**src/rtl/ssd_scan_controller_if.sv**
```systemverilog
// Bus between the 4-digit seven-segment scan controller and its host/driver.
// The controller takes the slave side; whoever loads digits and watches status takes master.
interface ssd_scan_controller_if;
  logic        en;
  logic        load;
  logic [15:0] bcd_in;
  logic [3:0]  dp_in;
  logic        blank_lz;
  logic [3:0]  bcd_sel;
  logic [3:0]  an;
  logic        dp_n;
  logic        pending;
  logic        frame_tick;
  logic        bcd_err;

  modport master (
    output en, load, bcd_in, dp_in, blank_lz,
    input  bcd_sel, an, dp_n, pending, frame_tick, bcd_err
  );

  modport slave (
    input  en, load, bcd_in, dp_in, blank_lz,
    output bcd_sel, an, dp_n, pending, frame_tick, bcd_err
  );
endinterface

```
**src/rtl/ssd_scan_controller.sv**
```systemverilog
// Multiplexed 4-digit BCD display scanner with anti-ghost blanking, tear-free
// frame-boundary updates, leading-zero suppression and invalid-digit detection.
//
// state | meaning
// OFF   | display disabled, all anodes off, idx held at 0
// BLANK | start of a digit slot; digit code/dp presented, anodes off
// DRIVE | rest of the slot; anode of digit idx on unless suppressed
module ssd_scan_controller #(
  parameter int REFRESH_DIV  = 100000,
  parameter int BLANK_CYCLES = 1000
) (
  input logic clk,
  input logic rst,
  ssd_scan_controller_if.slave bus
);
  localparam int CW = $clog2(REFRESH_DIV);
  localparam logic [CW-1:0] BLANK_LAST = CW'(BLANK_CYCLES - 1);
  localparam logic [CW-1:0] SLOT_LAST  = CW'(REFRESH_DIV - 1);

  typedef enum logic [1:0] {OFF, BLANK, DRIVE} state_t;

  state_t        state, state_nx;
  logic [CW-1:0] cnt, cnt_nx;
  logic [1:0]    idx, idx_nx;
  logic          boundary;

  logic [15:0] disp, disp_nx, pend_bcd;
  logic [3:0]  disp_dp, disp_dp_nx, pend_dp;
  logic        disp_lz, disp_lz_nx, pend_lz;
  logic        pend_flag, pend_flag_nx, tick_nx;

  logic [3:0] dig, upper_zero;
  logic [3:0] an_nx, sel_nx;
  logic       dpn_nx, err_nx;
  logic [3:0] an_q, sel_q;
  logic       dpn_q, tick_q, err_q;

  always_ff @(posedge clk) begin
    if (rst) begin
      state     <= OFF;
      cnt       <= '0;
      idx       <= '0;
      disp      <= '0;
      disp_dp   <= '0;
      disp_lz   <= 1'b0;
      pend_bcd  <= '0;
      pend_dp   <= '0;
      pend_lz   <= 1'b0;
      pend_flag <= 1'b0;
      an_q      <= 4'hF;
      sel_q     <= '0;
      dpn_q     <= 1'b1;
      tick_q    <= 1'b0;
      err_q     <= 1'b0;
    end else begin
      state     <= state_nx;
      cnt       <= cnt_nx;
      idx       <= idx_nx;
      disp      <= disp_nx;
      disp_dp   <= disp_dp_nx;
      disp_lz   <= disp_lz_nx;
      pend_flag <= pend_flag_nx;
      if (bus.load) begin
        pend_bcd <= bus.bcd_in;
        pend_dp  <= bus.dp_in;
        pend_lz  <= bus.blank_lz;
      end
      an_q   <= an_nx;
      sel_q  <= sel_nx;
      dpn_q  <= dpn_nx;
      tick_q <= tick_nx;
      err_q  <= err_nx;
    end
  end

  always_comb begin
    state_nx = state;
    cnt_nx   = cnt;
    idx_nx   = idx;
    boundary = 1'b0;
    if (!bus.en) begin
      state_nx = OFF;
      cnt_nx   = '0;
      idx_nx   = '0;
    end else begin
      case (state)
        OFF: begin
          state_nx = BLANK;
          cnt_nx   = '0;
          idx_nx   = '0;
          boundary = 1'b1;
        end
        BLANK: begin
          cnt_nx = cnt + 1'b1;
          if (cnt == BLANK_LAST) state_nx = DRIVE;
        end
        DRIVE: begin
          if (cnt == SLOT_LAST) begin
            cnt_nx   = '0;
            idx_nx   = idx + 2'd1;
            state_nx = BLANK;
            boundary = (idx == 2'd3);
          end else begin
            cnt_nx = cnt + 1'b1;
          end
        end
        default: begin
          state_nx = OFF;
          cnt_nx   = '0;
          idx_nx   = '0;
        end
      endcase
    end
    // A load coinciding with a boundary stays pending; the boundary applies older data.
    tick_nx      = boundary & pend_flag;
    disp_nx      = tick_nx ? pend_bcd : disp;
    disp_dp_nx   = tick_nx ? pend_dp  : disp_dp;
    disp_lz_nx   = tick_nx ? pend_lz  : disp_lz;
    pend_flag_nx = bus.load | (pend_flag & ~tick_nx);
  end

  // Outputs are computed from next-cycle state so the registered copies line up with it.
  always_comb begin
    dig           = disp_nx[{idx_nx, 2'b00} +: 4];
    upper_zero[0] = 1'b0;
    upper_zero[1] = (disp_nx[15:4]  == 12'h000);
    upper_zero[2] = (disp_nx[15:8]  == 8'h00);
    upper_zero[3] = (disp_nx[15:12] == 4'h0);
    an_nx  = 4'hF;
    sel_nx = 4'h0;
    dpn_nx = 1'b1;
    err_nx = err_q;
    if (state_nx != OFF) begin
      sel_nx = dig;
      dpn_nx = ~disp_dp_nx[idx_nx];
      if (state_nx == DRIVE) begin
        if (dig > 4'd9)
          err_nx = 1'b1;
        else if (!(disp_lz_nx && upper_zero[idx_nx]))
          an_nx = ~(4'b0001 << idx_nx);
      end
    end
  end

  assign bus.an         = an_q;
  assign bus.bcd_sel    = sel_q;
  assign bus.dp_n       = dpn_q;
  assign bus.pending    = pend_flag;
  assign bus.frame_tick = tick_q;
  assign bus.bcd_err    = err_q;
endmodule

```
**src/flat_wrapper.sv**
```systemverilog
// flat-port wrapper written by rule: the top's interface ports become plain ports
module ssd_scan_controller_flat 
#(
  parameter int REFRESH_DIV  = 100000,
  parameter int BLANK_CYCLES = 1000
)
  (clk, rst, bus_en, bus_load, bus_bcd_in, bus_dp_in, bus_blank_lz, bus_bcd_sel, bus_an, bus_dp_n, bus_pending, bus_frame_tick, bus_bcd_err);
  ssd_scan_controller_if bus_i ();
  input logic clk;
  input logic rst;
  input wire logic [$bits(bus_i.en)-1:0] bus_en;
  input wire logic [$bits(bus_i.load)-1:0] bus_load;
  input wire logic [$bits(bus_i.bcd_in)-1:0] bus_bcd_in;
  input wire logic [$bits(bus_i.dp_in)-1:0] bus_dp_in;
  input wire logic [$bits(bus_i.blank_lz)-1:0] bus_blank_lz;
  output wire logic [$bits(bus_i.bcd_sel)-1:0] bus_bcd_sel;
  output wire logic [$bits(bus_i.an)-1:0] bus_an;
  output wire logic [$bits(bus_i.dp_n)-1:0] bus_dp_n;
  output wire logic [$bits(bus_i.pending)-1:0] bus_pending;
  output wire logic [$bits(bus_i.frame_tick)-1:0] bus_frame_tick;
  output wire logic [$bits(bus_i.bcd_err)-1:0] bus_bcd_err;
  assign bus_i.en = bus_en;
  assign bus_i.load = bus_load;
  assign bus_i.bcd_in = bus_bcd_in;
  assign bus_i.dp_in = bus_dp_in;
  assign bus_i.blank_lz = bus_blank_lz;
  assign bus_bcd_sel = bus_i.bcd_sel;
  assign bus_an = bus_i.an;
  assign bus_dp_n = bus_i.dp_n;
  assign bus_pending = bus_i.pending;
  assign bus_frame_tick = bus_i.frame_tick;
  assign bus_bcd_err = bus_i.bcd_err;
  ssd_scan_controller #(.REFRESH_DIV(REFRESH_DIV), .BLANK_CYCLES(BLANK_CYCLES)) u_core (.clk(clk), .rst(rst), .bus(bus_i));
endmodule
```
**config.mk**
```make
export PLATFORM = sky130hd
export DESIGN_NAME = ssd_scan_controller_flat
export DESIGN_NICKNAME = d
export VERILOG_FILES = /design/src/rtl/ssd_scan_controller_if.sv /design/src/rtl/ssd_scan_controller.sv /design/src/flat_wrapper.sv
export SDC_FILE = /design/constraint.sdc
export NUM_CORES = 1
export LEC_CHECK = 0
export BUFFER_PORTS_ARGS = -buffer_cell sky130_fd_sc_hd__clkbuf_2
export CELL_PAD_IN_SITES_DETAIL_PLACEMENT = 1
export CELL_PAD_IN_SITES_GLOBAL_PLACEMENT = 1
export CORE_MARGIN = 2
export CORE_UTILIZATION = 35
export DETAILED_ROUTE_END_ITERATION = 10
export HOLD_SLACK_MARGIN = 0.12
export PLACE_DENSITY_LB_ADDON = 0.05
export RECOVER_POWER = 50
export SETUP_SLACK_MARGIN = 0.15
export SYNTH_ARGS = -nofsm -noshare
export SYNTH_HDL_FRONTEND = slang
export SYNTH_SLANG_ARGS = --single-unit
```
**constraint.sdc**
```tcl
create_clock -name clk -period 7 [get_ports clk]
set_clock_uncertainty 0.2 [all_clocks]
set_input_delay 0.35 -clock clk [delete_from_list [all_inputs] [get_ports clk]]
set_output_delay 0.35 -clock clk [all_outputs]
set_load 0.01 [all_outputs]
```
==> impl_metrics.toml, run 1 <==
[grt]
grt_pass1_vias = 2533
grt_overflow = 0
antenna_found_initial = 0
gr-usage-all-layers_pct = 17.33
grt_pass1_wl_um = 13370
grt_max_degree = 50

[yosys]
synthesis.area_um2 = 3236
synth_top_cell_by_area = "dfxtp_1"
yosysTopAreaCellShare_pct = 46.40
syn_area_per_cell_um2 = 9.325
synth-edff-count = 0
synth.area.top_cells = "dfxtp_1 (46%), mux2i_1 (13%), nor2_1 (8.0%)"
yosysWarnings = 0
synthFlopType = "dfxtp_1"
ys_types = 50
async_reset_ff_share_pct = 0
synth_seq_cells = 75
syn_nets = 378
synthCells = 347
synthMostInstantiatedCell = "dfxtp_1"
seq_area_frac_synth_pct = 46.40
synth_commonest_cells = "dfxtp_1 (75), nor2_1 (69), mux2i_1 (41)"

[timing]
worst_pin_slew_ps = 2277
fmax_mhz = 258.9
min_period_ps = 3863
slew_headroom_pct = -51.83
final-hold-violation-count = 0
drv_slew = 77
rsz0062_at_grt = "no"
min_period_over_period_pct = 55.18
setup_viol = 0
whs_ps = 228.0
fin_setup_tns_ps = 0

[die]
rows = 35
top_level_ports = 37
die_h_um = 100.2
core_area_um2 = 9109
dieWidth_um = 100.2
start_util_pct = 35.52
dieArea_um2 = 10030

[drt]
drc = 0
wl_um = 8097
firstDrtPassIters = 4
wl_per_cell_um = 15.75
postRouteAntennaNets = 0
num_vias = 2597
drt_iter0_markers = 114
viasPerCell = 5.053

[power_and_ir_drop]
p_per_area_nw_per_um2 = 216.8
ir_worst_vdd_mv = 0.08110
p_leak_nw = 1.641

[finish]
fillers = 1080
syn_to_final_growth_pct = 19.06
diodes = 0
fin_nets = 430
drive_gt1_share_pct = 11.91

[cts]
cts_hold_buf = 21
clkTransAtPathRegs_ps = 80
cts_sinks = 75
cts_made_buffers = 9
cts-htree-levels = 3
cts_tree = "yes"
cts_resized = 0
root_buffer = "clkbuf_8"
clk_latency_ps = 350
clock_path_buffers = 2
post_cts_buffers = 0

[placement]
hpwl_um = 5654
gp_congestion = 0.7726
io_buffers = 36

[worst_hold_path]
hold_path_class = "input pin to flop"

[worst_setup_path]
end_kind = "flop"
critPathMaxFanout = 26
crit_slowest_cell = "clkbuf_1"
crit_top_cell = "o22ai_1"
regToRegSetupSlack_ps = 3140
slowest_delay_ps = 1200
crit_arrival_ps = 3800
path_class = "flop to flop"
cp-start-kind = "flop"
cp.required_ps = 6940
worstPathCellList = "ha_1 > and4bb_2 > nand3_2 > o31a_1 > clkbuf_1 > mux2i_1 > o22ai_1 > a211o_1 > o21bai_4 > o22ai_1"

[status]
violations = "max-capacitance violations, max-slew violations"
status = "complete, but fails checks"

[job]
max_cap_violations = 2
==> flip-flops by register name, summed over array words and instances (netlist names) <==
| name | cells |
|---|---|
| u_core.bus.an | 4 |
| u_core.bus.bcd_err | 1 |
| u_core.bus.bcd_sel | 4 |
| u_core.bus.dp_n | 1 |
| u_core.bus.frame_tick | 1 |
| u_core.bus.pending | 1 |
| u_core.cnt | 17 |
| u_core.disp | 16 |
| u_core.disp_dp | 4 |
| u_core.disp_lz | 1 |
| u_core.idx | 2 |
| u_core.pend_bcd | 16 |
| u_core.pend_dp | 4 |
| u_core.pend_lz | 1 |
| u_core.state | 2 |
==> kinds of logic (layout without fill, tap and decap cells) <==
family,Yosys count,count (layout),synth area share (%)
AO/OA/AOI/OAI,37,37,8.237
XOR/XNOR,13,13,3.519
adder cells (fa/ha/maj),6,6,2.320
buffers and inverters,24,80,3.635
flip-flops,75,75,46.40
multiplexers,44,44,13.73
AND/OR/NAND/NOR,148,148,22.16
==> where the power goes <==
group | internal, mW | switching (mW)
logic | 0.0297 | 0.0286
registers | 0.437 | 0.00853
clock network | 0.171 | 0.160
total | 0.638 | 0.197
==> through the flow <==
stage	power, mW	cell area (um2)	std cells	setup WS, ps	util, %
floorplan	0.4873	3236	347	4404	-
detailed placement	0.5048	3471	478	3966	38.10
CTS	0.8475	3872	514	3933	42.51
finish	0.8352	3852	514	3137	42.29
global route	0.8781	3852	514	2788	42.29
global placement	0.5036	3471	478	4130	38.10
==> final cells by class <==
type	count	area, um2	share of cell area (%)
clock buffer	10	137.6	3.573
clock inverter	5	53.80	1.397
inverter	7	26.28	0.6820
multi-input combinational	248	1617	41.96
sequential	75	1501	38.97
tap	111	138.9	3.605
timing repair buffer	58	377.9	9.808
==> routing by layer <==
metal  vias up  routed length [um]  global-route usage, %
met2        38                3219                  22.66
met5         -                   0                      0
li1       1308                   -                      -
met4         0                  53                  5.374
met1      1246                4527                  27.64
met3         5                 296                  3.830
==> cells in the final DEF (no fill, tap or decap), drive strengths merged, types with 5 or more instances in the layout <==
cell	count
dfxtp	75
nor2	69
clkbuf	47
mux2i	41
dlygate4sd3	21
nand2	17
nand3	12
o21ai	8
xor2	8
and3	8
inv	7
nor3	6
nand4	6
nor4	6
a21oi	6
nor2b	6
ha	6
or3	5
xnor2	5
==> worst paths after layout <==
| path | end | start | cells after the start |
|---|---|---|---|
| worst min-delay path | u_core.state[0] | bus_en | 4 |
| worst max register to register | u_core.bus.bcd_err | u_core.cnt[0] | 10 |
| worst max-delay path | u_core.bus.bcd_err | u_core.cnt[0] | 10 |
| worst min register to register | u_core.cnt[0] | u_core.cnt[0] | 1 |
==> worst max-delay path, delay by kind of cell, from the launching register on <==
kind	cells	cell delay, ps
simple gates	2	370
compound gates	5	910
mux	1	360
fa+ha+maj	1	260
buf+inv	1	1200
flops	1	340
Note: power is estimated with default switching activity, not from simulation.
==> run 2, diff against run 1 <==
==> constraint.sdc (replaced) <==
create_clock -name clk -period 3.6 [get_ports clk]
set_clock_uncertainty 0.2 [all_clocks]
set_input_delay 0.18 -clock clk [delete_from_list [all_inputs] [get_ports clk]]
set_output_delay 0.18 -clock clk [all_outputs]
set_load 0.01 [all_outputs]
==> impl_metrics.toml, run 2 (synthesized netlist as in run 1, its figures left out) <==
[cts]
root_buffer = "clkbuf_8"
cts_made_buffers = 9
clk_latency_ps = 360
clkTransAtPathRegs_ps = 80
cts_sinks = 75
clock_path_buffers = 2
cts_tree = "yes"
cts-htree-levels = 3

[placement]
gp_congestion = 0.7950
io_buffers = 36
dpl-instance-area_um2 = 3493
hpwl_um = 5728

[power_and_ir_drop]
clkPwrFrac_pct = 39.7
p_int_mw = 1.228
ir_worst_vdd_mv = 0.1665
p_leak_nw = 1.664
pwr-share-seq_pct = 53.2
switching_share_pct = 24.45
power.switching_mw = 0.3975
combPwrFrac_pct = 7.1
p_per_area_nw_per_um2 = 416.7
power_mw = 1.626

[grt]
grt_pass1_wl_um = 13390
grt_overflow = 0
gr-usage-all-layers_pct = 17.40
grt_max_degree = 49
grt_pass1_vias = 2600
antenna_found_initial = 0

[timing]
min_period_ps = 3251
setup_viol = 0
drv_slew = 0
slew_headroom_pct = 31.57
fmax_mhz = 307.6
final-hold-violation-count = 0
worst_pin_slew_ps = 1026
min_period_over_period_pct = 90.30
rsz0062_at_grt = "no"
fin_setup_tns_ps = 0

[finish]
layout.cells.most_common = "dfxtp_1"
diodes = 0
reg.largest.list = "u_core.cnt x17, u_core.disp x16, u_core.pend_bcd x16"
postLayoutCellArea_um2 = 3901
fin_nets = 436
largest_reg_flops = 17
syn_to_final_growth_pct = 20.57
drive_gt1_share_pct = 12.22
mostFrequentLayoutCells = "dfxtp_1 (75), nor2_1 (69), mux2i_1 (41)"
max_flop_register = "u_core.cnt"

[drt]
wl_per_cell_um = 15.74
postRouteAntennaNets = 0
drt_iter0_markers = 74
firstDrtPassIters = 4
num_vias = 2617
drc = 0
viasPerCell = 5.033
wl_um = 8184

[worst_hold_path]
hold_path_class = "flop to flop"
hp-start = "u_core.cnt[0]"

[worst_setup_path]
crit_arrival_ps = 3270
cp-start-kind = "flop"
cp.required_ps = 3620
r2r_start = "u_core.cnt[0]"
path_class = "flop to flop"
end_kind = "flop"
critPathMaxFanout = 18
cp-startpoint = "u_core.cnt[0]"

[die]
core_area_um2 = 9109
dieArea_um2 = 10030
rows = 35
top_level_ports = 37
die_h_um = 100.2
start_util_pct = 35.52
dieWidth_um = 100.2

[status]
status = "completed"

[job]
max_cap_violations = 0
[run 2: power by group through the flow]
stage	Clock, mW	Sequential (mW)	Combinational [mW]
floorplan	0	0.878	0.0691
finish	0.645	0.866	0.116
detailed placement	0	0.885	0.0974
CTS	0.668	0.866	0.118
global route	0.695	0.869	0.130
global placement	0	0.885	0.0955
[run 2: timing repair]
item | 4_1_cts | 5_1_grt
buffers inserted | 0 | 0
resized for setup | 0 | 0
hold endpoints to repair | 24 | 0
hold buffers | 24 | 0
[run 2: path summary, 6_finish.rpt]
path	end	slack [ps]	depth (start not counted)
max	u_core.bus.an[3]	350	9
min	u_core.cnt[0]	260	1
max reg2reg	u_core.bus.an[3]	350	9
min reg2reg	u_core.cnt[0]	260	1
[run 2: area by class of cell]
type,instances,area [um2]
fill,1080,5207
multi-input combinational,248,1612
sequential,75,1501
timing repair buffer,64,432.9
tap,111,138.9
clock buffer,9,123.9
clock inverter,6,66.31
inverter,7,26.28
[run 2: worst max-delay path: stages, from the launching register on]
cell and delay [ps]:
dfxtp_1 340, ha_1 240, and4bb_2 250, nand3_1 150, o31a_1 840, mux2i_1 340
o22ai_1 120, a211o_1 330, o21bai_4 190, nand4_1 110
[run 2: per-stage QoR]
step           setup WS [ps]  std cells  hold WS (ps)  utilization [%]
2_1_floorplan           1004        347         127.1                -
3_3_place_gp           481.6        481         212.8            38.35
3_5_place_dp           391.2        481         225.3            38.35
4_1_cts                377.3        520         269.7            43.08
5_1_grt                121.7        520         292.6            42.83
6_report               349.4        520         263.5            42.83
[run 2: per-layer routing]
| layer | part of all wire, % | GRT usage [%] | up-vias |
|---|---|---|---|
| met5 | 0 | 0 | - |
| met4 | 1.9 | 7.587 | 0 |
| met3 | 2.4 | 2.786 | 13 |
| li1 | - | - | 1326 |
| met1 | 56 | 25.99 | 1243 |
| met2 | 40 | 24.57 | 35 |
==> run 3, diff against run 2 <==
--- a/config.mk
+++ b/config.mk
@@ -8,6 +8,7 @@
 export BUFFER_PORTS_ARGS = -buffer_cell sky130_fd_sc_hd__clkbuf_2
 export CELL_PAD_IN_SITES_DETAIL_PLACEMENT = 1
 export CELL_PAD_IN_SITES_GLOBAL_PLACEMENT = 1
+export CORE_ASPECT_RATIO = 2
 export CORE_MARGIN = 2
 export CORE_UTILIZATION = 35
 export DETAILED_ROUTE_END_ITERATION = 10
==> impl_metrics.toml, run 3 (synthesized netlist as in run 1, its figures left out) <==
[finish]
fin_cells = 512
regArea_um2 = 1501
reg.largest.list = "u_core.cnt x17, u_core.disp x16, u_core.pend_bcd x16"
syn_to_final_growth_pct = 24.05
diodes = 0
drive_gt1_share_pct = 12.44
mostFrequentLayoutCells = "dfxtp_1 (75), nor2_1 (69), mux2i_1 (41)"
fin_nets = 437
multiInputGateArea_um2 = 1613
layout.cells.most_common = "dfxtp_1"
fillers = 1043
fin_util_pct = 44.54
largest_reg_flops = 17
postLayoutCellArea_um2 = 4014
max_flop_register = "u_core.cnt"

[drt]
firstDrtPassIters = 4
drt_iter0_markers = 127
postRouteAntennaNets = 0
wl_per_cell_um = 16.99
drc = 0
viasPerCell = 5.229
wl_um = 8697
num_vias = 2677

[worst_setup_path]
cp-start-kind = "flop"
end_kind = "flop"
slowest_delay_ps = 560
critPathMaxFanout = 18
path_class = "flop to flop"
crit_arrival_ps = 3140
cp.required_ps = 3670
crit_slowest_cell = "o31a_2"
worstPathCellList = "ha_1 > and4bb_2 > nand3_1 > o31a_2 > clkbuf_1 > o41ai_1 > o21ai_0 > o21ai_0 > a21bo_2 > nand3_1"

[grt]
grt-busiest-layer = "met2"
grt_max_degree = 49
grt_overflow = 0
antenna_found_initial = 0
grt_pass1_vias = 2793
grt_util_met2_pct = 36.40
gr-usage-all-layers_pct = 18.49
grt_pass1_wl_um = 13980
use_met3_pct = 3.741
met1_usage_pct = 16.82

[placement]
place_ws_ps = 315.9
hpwl_um = 6564
io_buffers = 36
dpl.cell_count = 473
dpl-instance-area_um2 = 3490
gp_congestion = 0.7761

[die]
die_h_um = 140.0
dieWidth_um = 71.99
start_util_pct = 35.90
rows = 49
core_area_um2 = 9012
dieArea_um2 = 10080
top_level_ports = 37

[cts]
cts_made_buffers = 9
clock_path_buffers = 2
root_buffer = "clkbuf_16"
clkTransAtPathRegs_ps = 60
cts_sinks = 75
cts-htree-levels = 3
cts_tree = "yes"
clk_latency_ps = 330

[power_and_ir_drop]
ir_worst_vdd_mv = 0.2252
p_leak_nw = 1.724
p_per_area_nw_per_um2 = 478.6

[timing]
min_period_over_period_pct = 85.31
fin_setup_tns_ps = 0
min_period_ps = 3071
fmax_mhz = 325.6
worst_pin_slew_ps = 740.3
final-hold-violation-count = 0
setup_viol = 0
drv_slew = 0
setup_slack_ps = 528.8
slew_headroom_pct = 50.65
rsz0062_at_grt = "no"

[worst_hold_path]
hold_path_class = "flop to flop"

[job]
max_cap_violations = 0

[status]
status = "completed"
[run 3: cell count changes in the layout (fill, tap and decap cells not counted)]
| cell | change |
|---|---|
| clkinv_4 | -1 |
| clkbuf_16 | +9 |
| o31a_1 | -1 |
| bufinv_16 | +1 |
| o31a_2 | +1 |
| clkbuf_2 | +1 |
| clkbuf_1 | +1 |
| clkbuf_8 | -9 |
| inv_6 | -1 |
[run 3: final cells by class]
type                            count  share of cell area, %
Clock buffer                       10                  5.704
Sequential cell                    75                  37.41
Multi-Input combinational cell    248                  40.18
Inverter                            7                 0.6546
Clock inverter                      5                  1.964
Timing Repair Buffer               65                  10.91
Tap cell                          102                  3.180
[run 3: final timing paths]
check	cells past startpoint	slack [ps]	start	end
min reg2reg	1	270	u_core.cnt[0]	u_core.cnt[0]
min	1	270	u_core.cnt[0]	u_core.cnt[0]
max	10	530	u_core.cnt[0]	u_core.bus.an[2]
max reg2reg	10	530	u_core.cnt[0]	u_core.bus.an[2]
[run 3: worst max-delay path, delay by kind of cell, from the launching register on]
family / cells / cell delay [ps]
AOI/OAI and AO/OA: 5 / 1350
adders and majority gates: 1 / 250
DFF: 1 / 370
and+or+nand+nor: 3 / 510
buffers and inverters: 1 / 330
[run 3: repair_timing]
| item | CTS | global route |
|---|---|---|
| endpoints found under the hold margin | 24 | 0 |
| hold buffers | 24 | 0 |
| buffers inserted | 0 | 0 |
| setup endpoints to repair | 0 | 3 |
| resized for setup | 0 | 1 |
[run 3: per-layer routing]
metal / vias up / routed length, um
met4: 0 / 350
met5: - / 0
met1: 1300 / 3021
met2: 31 / 5146
li1: 1329 / -
met3: 17 / 179
[run 3: where the power goes]
group | switching, mW | total, mW | internal [mW] | leakage [nW]
logic | 0.0547 | 0.114 | 0.0594 | 0.962
registers | 0.0169 | 0.867 | 0.851 | 0.610
clock network | 0.338 | 0.939 | 0.602 | 0.152
total | 0.409 | 1.92 | 1.51 | 1.72
[run 3: stage by stage]
step / total power, mW / hold slack (ps)
6_report: 1.921 / 269.4
3_3_place_gp: 0.9821 / 215.5
2_1_floorplan: 0.9476 / 127.1
5_1_grt: 2.006 / 291.6
3_5_place_dp: 0.9834 / 224.1
4_1_cts: 1.956 / 267.5
